`config.mk`:
```
export PLATFORM = sky130hd
export DESIGN_NAME = cv32e40s_clic_arbiter
export DESIGN_NICKNAME = d
export VERILOG_FILES = /design/src/rtl/cv32e40s_clic_arbiter.sv
export SDC_FILE = /design/constraint.sdc
export NUM_CORES = 1
export LEC_CHECK = 0
export ABC_AREA = 0
export CAP_MARGIN = 5
export CELL_PAD_IN_SITES_DETAIL_PLACEMENT = 1
export CELL_PAD_IN_SITES_GLOBAL_PLACEMENT = 2
export CORE_ASPECT_RATIO = 1.75
export CORE_MARGIN = 4
export CORE_UTILIZATION = 45
export DETAILED_ROUTE_END_ITERATION = 6
export PLACE_DENSITY = 0.87
export REMOVE_ABC_BUFFERS = 1
export SLEW_MARGIN = 20
export SYNTH_ARGS = -nofsm -noshare
export SYNTH_HDL_FRONTEND = slang
export SYNTH_SLANG_ARGS = --single-unit
```
`constraint.sdc`:
```
create_clock -name clk -period 90.8 [get_ports clk]
set_input_delay 13.62 -clock clk [delete_from_list [all_inputs] [get_ports clk]]
set_output_delay 13.62 -clock clk [all_outputs]
set_load 0.02 [all_outputs]
```
`src/rtl/cv32e40s_clic_arbiter.sv`:
```
// CLIC arbitration stage: per-interrupt configuration and pending state, level/ID
// arbitration and a registered interrupt request towards the core.
module cv32e40s_clic_arbiter #(
    parameter int NUM_INTERRUPTS  = 32,
    parameter int SMCLIC_ID_WIDTH = 5,
    parameter int SYNC_STAGES     = 2
) (
    input  logic                       clk,
    input  logic                       rst_n,
    input  logic [NUM_INTERRUPTS-1:0]  irq_src_i,
    input  logic                       cfg_we_i,
    input  logic [SMCLIC_ID_WIDTH-1:0] cfg_id_i,
    input  logic                       cfg_ie_i,
    input  logic                       cfg_trig_i,
    input  logic [7:0]                 cfg_level_i,
    input  logic                       cfg_shv_i,
    input  logic                       sw_set_i,
    input  logic                       irq_ack_i,
    input  logic [SMCLIC_ID_WIDTH-1:0] irq_ack_id_i,
    output logic                       clic_irq_o,
    output logic [SMCLIC_ID_WIDTH-1:0] clic_irq_id_o,
    output logic [7:0]                 clic_irq_level_o,
    output logic [1:0]                 clic_irq_priv_o,
    output logic                       clic_irq_shv_o
);

    localparam logic ST_ARB   = 1'b0;
    localparam logic ST_BLANK = 1'b1;

    logic                          state_q;
    logic [NUM_INTERRUPTS-1:0]     src_s;
    logic [NUM_INTERRUPTS-1:0]     src_prev_q;
    logic [NUM_INTERRUPTS-1:0]     ie_q;
    logic [NUM_INTERRUPTS-1:0]     trig_q;
    logic [NUM_INTERRUPTS-1:0]     shv_q;
    logic [NUM_INTERRUPTS-1:0]     edge_pend_q;
    logic [7:0]                    level_q [NUM_INTERRUPTS];

    logic [NUM_INTERRUPTS-1:0]     wr_hit;
    logic [NUM_INTERRUPTS-1:0]     ack_hit;
    logic [NUM_INTERRUPTS-1:0]     sw_hit;
    logic [NUM_INTERRUPTS-1:0]     level_nz;
    logic [NUM_INTERRUPTS-1:0]     trig_chg;
    logic [NUM_INTERRUPTS-1:0]     edge_set;
    logic [NUM_INTERRUPTS-1:0]     pending;
    logic [NUM_INTERRUPTS-1:0]     cand;

    logic                          best_found;
    logic [SMCLIC_ID_WIDTH-1:0]    best_id;
    logic [7:0]                    best_level;
    logic                          best_shv;

    generate
        if (SYNC_STAGES == 0) begin : g_nosync
            assign src_s = irq_src_i;
        end else begin : g_sync
            logic [NUM_INTERRUPTS-1:0] sync_q [SYNC_STAGES];
            always_ff @(posedge clk or negedge rst_n) begin
                if (!rst_n) begin
                    for (int s = 0; s < SYNC_STAGES; s++) sync_q[s] <= '0;
                end else begin
                    sync_q[0] <= irq_src_i;
                    for (int s = 1; s < SYNC_STAGES; s++) sync_q[s] <= sync_q[s-1];
                end
            end
            assign src_s = sync_q[SYNC_STAGES-1];
        end
    endgenerate

    // IDs at or above NUM_INTERRUPTS never match any entry, so such writes/acks are dropped.
    always_comb begin
        wr_hit   = '0;
        ack_hit  = '0;
        sw_hit   = '0;
        level_nz = '0;
        for (int i = 0; i < NUM_INTERRUPTS; i++) begin
            wr_hit[i]   = cfg_we_i  && (cfg_id_i     == SMCLIC_ID_WIDTH'(i));
            ack_hit[i]  = irq_ack_i && (irq_ack_id_i == SMCLIC_ID_WIDTH'(i));
            sw_hit[i]   = sw_set_i  && (cfg_id_i     == SMCLIC_ID_WIDTH'(i));
            level_nz[i] = (level_q[i] != 8'd0);
        end
    end

    assign trig_chg = wr_hit & (trig_q ^ {NUM_INTERRUPTS{cfg_trig_i}});
    assign edge_set = trig_q & ((src_s & ~src_prev_q) | sw_hit);
    assign pending  = (trig_q & edge_pend_q) | (~trig_q & src_s);
    assign cand     = pending & ie_q & level_nz;

    always_ff @(posedge clk or negedge rst_n) begin
        if (!rst_n) begin
            src_prev_q  <= '0;
            edge_pend_q <= '0;
            ie_q        <= '0;
            trig_q      <= '0;
            shv_q       <= '0;
            for (int i = 0; i < NUM_INTERRUPTS; i++) level_q[i] <= 8'd0;
        end else begin
            src_prev_q  <= src_s;
            // Set beats ack-clear; a trigger-mode change always drops the stale edge bit.
            edge_pend_q <= (edge_set | (edge_pend_q & ~ack_hit)) & ~trig_chg;
            for (int i = 0; i < NUM_INTERRUPTS; i++) begin
                if (wr_hit[i]) begin
                    ie_q[i]    <= cfg_ie_i;
                    trig_q[i]  <= cfg_trig_i;
                    shv_q[i]   <= cfg_shv_i;
                    level_q[i] <= cfg_level_i;
                end
            end
        end
    end

    // Ascending scan with >= lets the highest ID win among equal levels.
    always_comb begin
        best_found = 1'b0;
        best_id    = '0;
        best_level = 8'd0;
        best_shv   = 1'b0;
        for (int i = 0; i < NUM_INTERRUPTS; i++) begin
            if (cand[i] && (level_q[i] >= best_level)) begin
                best_found = 1'b1;
                best_id    = SMCLIC_ID_WIDTH'(i);
                best_level = level_q[i];
                best_shv   = shv_q[i];
            end
        end
    end

    always_ff @(posedge clk or negedge rst_n) begin
        if (!rst_n) begin
            state_q          <= ST_ARB;
            clic_irq_o       <= 1'b0;
            clic_irq_id_o    <= '0;
            clic_irq_level_o <= 8'd0;
            clic_irq_shv_o   <= 1'b0;
        end else if (state_q == ST_ARB && irq_ack_i) begin
            state_q    <= ST_BLANK;
            clic_irq_o <= 1'b0;
        end else begin
            state_q    <= ST_ARB;
            clic_irq_o <= best_found;
            if (best_found) begin
                clic_irq_id_o    <= best_id;
                clic_irq_level_o <= best_level;
                clic_irq_shv_o   <= best_shv;
            end
        end
    end

    assign clic_irq_priv_o = 2'b11;

endmodule

```
==> flow_metrics.env, run 1 <==
export IMPL_ys_ff_latch=496
export IMPL_drive_gt1_share_pct=17.3
export IMPL_fin_crit_sh_pct=78.0
export IMPL_required_ns=91.40
export IMPL_synth_area_per_cell_sq_um=9.77
export IMPL_syn_inst=3152
export IMPL_fp_dieW_microns=206
export IMPL_layout_commonest_cell="dfrtp_1"
export IMPL_critPathCaptureType="register"
export IMPL_synth_area_leader_cell="dfrtp_1"
export IMPL_synth_edf_count=0
export IMPL_setup_slack_ns=19.98
export IMPL_yosys_warnings=0
export IMPL_cts_buffers=50
export IMPL_rsz0062_at_grt="no"
export IMPL_synth_top_area_share_pct=40.3
export IMPL_die_h_microns=354
export IMPL_crit_path_start_kind="register"
export IMPL_num_fill_cells=7523
export IMPL_postCtsHoldBufs=0
export IMPL_clock_sinks=496
export IMPL_htree_levels=2
export IMPL_cts_tree="yes"
export IMPL_synthToLayoutAreaGrowth_pct=11.1
export IMPL_drt_iter0_drc=1532
export IMPL_drt_wl_total_microns=116000
export IMPL_post_cts_setup_buffers=0
export IMPL_synthXorXnorAreaFrac_pct=0
export IMPL_grt_usage_pct=31.4
export IMPL_relSlewSlack_pct=25.2
export IMPL_finish_utilization_pct=50.6
export IMPL_syn_area_sq_mm=0.0308
export IMPL_hold_class="reg2reg"
export IMPL_dieArea_sq_mm=0.0729
export IMPL_cp_num_buf_inv=17
export IMPL_clkTransAtPathRegs_ns=0.07
export IMPL_critPathKind="reg2reg"
export IMPL_fin_crit_ns=70.82
export IMPL_wl_per_cell_microns=28.3
export IMPL_fin_setup_tns_ns=0
export IMPL_hold_viol_final=0
export IMPL_synth_top_family_by_area="compound AO/OA/AOI/OAI gates"
export IMPL_num_vias=25873
export IMPL_cts_root_buffer="clkbuf_16"
export IMPL_grt_antenna_before_repair=1
export IMPL_fin_nets=3448
export IMPL_place_gp_congestion=1.00
export IMPL_grt_start_max_net_pins=138
export IMPL_clock_path_buffers=3
export IMPL_fin_skew_ns=0.0388
export IMPL_dpl_hpwl_microns=86100
export IMPL_worst_path_most_repeated_cell="ha_1"
export IMPL_cap_violations=0
export IMPL_max_stage_delay_ns=0.90
export IMPL_crit_fanout=35
export IMPL_initial_core_util_pct=45.5
export IMPL_async_flop_share_pct=100
export IMPL_drc_errors=0
export IMPL_clk_insertion_delay_late_ns=0.66
export IMPL_path_delay_family="compound AO/OA/AOI/OAI gates"
export IMPL_outcome="complete, no violations"
export IMPL_firstDrtPassIters=5
export IMPL_cp_slowest_cell="o221ai_2"
export IMPL_portBuffers=72
export IMPL_design_core_area_sq_mm=0.0676
export IMPL_synth_cell_types=95
export IMPL_routed_via_density=6.30
export IMPL_worst_pin_slew_ns=1.12
export IMPL_layout_common_cells="dfrtp_1, nand2_1, mux2_2, ha_1, o21ai_0"
export IMPL_fmax_ghz=0.0141
export IMPL_num_rows=126
export IMPL_final_antenna_net_count=0
export IMPL_instances_no_fill=4110
export IMPL_cp_arrival_ns=71.41
export IMPL_synthAdderAreaFrac_pct=9.07
export IMPL_synthMuxAreaShare_pct=13.4
export IMPL_ys_flop_type="dfrtp_1"
export IMPL_cts_resized=0
export IMPL_dp_cells=4014
export IMPL_finalSetupViolCount=0
export IMPL_synth_area_leaders="dfrtp_1, mux2_2, ha_1"
export IMPL_grt_pass1_vias=27947
export IMPL_synth_simple_area_share_pct=14.1
export IMPL_slew_viol_final=0
export IMPL_preCtsSetupSlack_ns=20.78
export IMPL_grt_pass1_wl_microns=174000
export IMPL_ioPinCount=75
export IMPL_grt_ovfl_total=0
export IMPL_yosysSeqAreaShare_pct=40.3
export IMPL_synth_compound_area_share_pct=19.2
[metal layers]
metal / routed length, microns / GRT usage (%) / up-vias
li1: - / - / 11592
met1: 43300 / 34.7 / 13240
met2: 60500 / 57.3 / 715
met3: 4130 / 3.40 / 326
met4: 8330 / 18.7 / 0
met5: 0 / 0 / -
[flip-flops by register name (all words and copies together) (netlist names)]
register	count
clic_irq_id_o	5
clic_irq_level_o	8
clic_irq_o	1
clic_irq_shv_o	1
edge_pend_q	32
g_sync.sync_q	32
ie_q	32
level_q	256
shv_q	32
src_prev_q	32
src_s	32
state_q	1
trig_q	32
[worst register-to-register path: cells and delay by family (launching register included)]
family                     cells  cell delay [ns]
AOI/OAI and AO/OA            131            33.10
and+or+nand+nor               99            20.39
adders and majority gates     32             9.19
muxes                         12             4.44
buffers and inverters         17             3.23
DFF                            1             0.42
[cell type report]
class,instances,area (sq um),share of cell area (%)
Sequential cell,496,12400,36.3
Tap cell,896,1120,3.28
Inverter,178,668,1.95
Clock inverter,35,484,1.41
Antenna cell,2,5.00,0.0146
Multi-Input combinational cell,2337,17200,50.3
Clock buffer,59,1360,3.96
Timing Repair Buffer,107,951,2.78
[synth_stat cells, types with 6 or more instances]
cell      number
or4_1          7
nor3_1        21
o221ai_1      16
o21ai_0      194
o221a_2       22
a211o_1       15
o22a_1         9
a221oi_1      14
a22oi_1       21
a311o_1       18
a221o_1       13
a211oi_2       8
a31oi_1       34
o211ai_1      31
o211a_1       14
mux2_2       314
and3_1        21
buf_2          7
a21oi_1      188
a211oi_1      24
o31a_1        11
ha_1         220
mux2i_1       56
nand3_1       48
nand4_1       13
o31ai_1       18
a21o_1        74
a21boi_0       7
inv_1        178
o21a_1        25
nand2b_1      79
dfrtp_1      496
nor2b_1       36
a22oi_2        6
o22ai_1       28
and4_1        21
nand2_1      353
nor4_1        61
nor2_1       158
clkbuf_1     129
and2_1        18
nand3b_1      17
or2_2         12
[path summary, 6_finish.rpt]
path	cells past startpoint	start	slack, ns	end
setup / recovery	291	trig_q[0]	19.98	clic_irq_level_o[4]
hold / removal	0	g_sync.sync_q[32]	0.33	src_s[0]
setup reg to reg	291	trig_q[0]	19.98	clic_irq_level_o[4]
hold reg to reg	0	g_sync.sync_q[32]	0.33	src_s[0]
max in group asynchronous	3	rst_n	75.51	level_q[145]
min in group asynchronous	1	rst_n	12.96	level_q[15]
[stage by stage]
step	hold WS [ns]	cell area, sq um
3_5_place_dp	0.337	32400
2_1_floorplan	0.331	30200
5_1_grt	0.337	34200
6_report	0.333	34200
4_1_cts	0.349	34200
3_3_place_gp	0.333	32300
[logic make-up (layout without fill, tap and decap cells)]
logic type | after synthesis | in the layout
other | 1 | 4
muxes | 371 | 371
and+or+nand+nor | 887 | 887
adders and majority gates | 224 | 224
buffers and inverters | 320 | 379
DFF | 496 | 496
AOI/OAI and AO/OA | 853 | 853
Power of run 1 is not shown: default switching activity piles up to over one toggle a cycle in this logic, so the estimate is an artifact.
==> run 2, diff against run 1 <==
- CORE_UTILIZATION: 45 -> 41
- PLACE_DENSITY: 0.87 -> 0.8
- clock period: 90.8 -> 66.7 ns (I/O delays scaled with it)
==> flow_metrics.env, run 2 (synthesis results as in run 1) <==
export IMPL_outcome="complete, no violations"
export IMPL_postCtsHoldBufs=0
export IMPL_hp_start="g_sync.sync_q[61]"
export IMPL_fin_crit_sh_pct=94.3
export IMPL_layout_commonest_cell="dfrtp_1"
export IMPL_grt_ovfl_total=0
export IMPL_fmax_ghz=0.0159
export IMPL_fp_dieW_microns=215
export IMPL_setup_slack_ns=3.79
export IMPL_cts_buffers=52
export IMPL_cp_slowest_cell="a221oi_1"
export IMPL_dieArea_sq_mm=0.0797
export IMPL_clkTransAtPathRegs_ns=0.07
export IMPL_drive_gt1_share_pct=19.8
export IMPL_firstDrtPassIters=5
export IMPL_final_antenna_net_count=0
export IMPL_worstSetupStartpoint="trig_q[0]"
export IMPL_cts_tree="yes"
export IMPL_drt_iter0_drc=1551
export IMPL_crit_fanout=32
export IMPL_max_stage_delay_ns=0.79
export IMPL_relSlewSlack_pct=22.7
export IMPL_clk_insertion_delay_late_ns=0.65
export IMPL_critPathKind="reg2reg"
export IMPL_worst_pin_slew_ns=1.16
export IMPL_required_ns=67.29
export IMPL_synthToLayoutAreaGrowth_pct=13.7
export IMPL_fin_nets=3493
export IMPL_clock_sinks=496
export IMPL_num_rows=132
export IMPL_finalSetupViolCount=0
export IMPL_drt_wl_total_microns=119000
export IMPL_hold_viol_final=0
export IMPL_preCtsSetupSlack_ns=-1.34
export IMPL_dpl_hpwl_microns=88000
export IMPL_worst_path_most_repeated_cell="ha_1"
export IMPL_num_vias=25870
export IMPL_place_gp_congestion=0.946
export IMPL_layout_common_cells="dfrtp_1, nand2_1, mux2_2, ha_1, o21ai_0"
export IMPL_cts_root_buffer="clkbuf_16"
export IMPL_largest_register="level_q"
export IMPL_grt_pass1_wl_microns=176000
export IMPL_clock_path_buffers=3
export IMPL_finish_utilization_pct=47.1
export IMPL_fin_crit_ns=62.91
export IMPL_drc_errors=0
export IMPL_htree_levels=2
export IMPL_crit_path_start_kind="register"
export IMPL_wl_per_cell_microns=28.3
export IMPL_design_core_area_sq_mm=0.0743
export IMPL_grt_usage_pct=28.9
export IMPL_routed_via_density=6.16
export IMPL_fin_skew_ns=0.0274
export IMPL_portBuffers=72
export IMPL_die_h_microns=371
export IMPL_critPathCaptureType="register"
export IMPL_cp_arrival_ns=63.50
export IMPL_hold_class="reg2reg"
export IMPL_r2r_start="trig_q[0]"
export IMPL_ioPinCount=75
export IMPL_grt_start_max_net_pins=152
export IMPL_initial_core_util_pct=41.4
export IMPL_grt_pass1_vias=27707
export IMPL_grt_antenna_before_repair=3
export IMPL_largest_register_ffs=256
export IMPL_slew_viol_final=0
export IMPL_cap_violations=0
## run 2: cell count changes in the layout (fill, tap and decap cells not counted), sizes merged
cell / previous run / this run
clkinv: 15 / 8
clkinvlp: 4 / 9
bufinv: 9 / 7
a211oi: 33 / 34
buf: 46 / 87
clkbuf: 59 / 70
inv: 185 / 181
o31a: 11 / 12
o21ai: 202 / 203
clkdlybuf4s50: 61 / 60
## run 2: repair_timing
action                     in CTS  in global routing
buffers inserted                0                 32
gates cloned                    0                  3
setup endpoints to repair      15                 15
resized for setup               8                 75
pin swaps                       0                 11
## run 2: per-stage QoR
| stage | hold WS [ns] | TNS [ns] | area, sq um | std cells |
|---|---|---|---|---|
| after floorplan | 0.331 | 0 | 30200 | 3011 |
| after global placement | 0.335 | 0 | 32400 | 4064 |
| after detailed placement | 0.336 | -18.86 | 32500 | 4064 |
| after CTS | 0.352 | 0 | 34400 | 4161 |
| after global routing | 0.365 | -2.34 | 35000 | 4196 |
| final | 0.351 | 0 | 35000 | 4198 |
## run 2: final timing paths
check	end	cells past startpoint	slack, ns
setup / recovery	clic_irq_level_o[7]	296	3.79
hold / removal	src_s[29]	0	0.35
setup reg to reg	clic_irq_level_o[7]	296	3.79
hold reg to reg	src_s[29]	0	0.35
max in group asynchronous	level_q[157]	3	55.14
min in group asynchronous	level_q[11]	1	9.36
## run 2: layout make-up
class | instances | area, sq um
clock buffers | 70 | 1500
clock inverters | 27 | 388
well taps | 938 | 1170
multi-input cells | 2340 | 17600
fillers | 8202 | 39300
diodes | 2 | 5.00
repair buffers | 147 | 1250
inverters | 178 | 668
flip-flops and latches | 496 | 12400
## run 2: worst max-delay path, delay by kind of cell (launching register included)
kind,cells,cell delay (ns)
and+or+nand+nor,98,16.93
DFF,1,0.41
AOI/OAI and AO/OA,130,27.96
muxes,13,4.13
adders and majority gates,33,9.29
buffers and inverters,22,4.03
## run 2: metal layers
metal | vias to the layer above | GRT usage, % | part of all wire, %
li1 | 11689 | - | -
met1 | 13246 | 31.6 | 37
met5 | - | 0 | 0
met4 | 0 | 15.9 | 6.6
met3 | 306 | 3.02 | 3.3
met2 | 629 | 54.4 | 53
Power of run 2 is left out for the same reason.
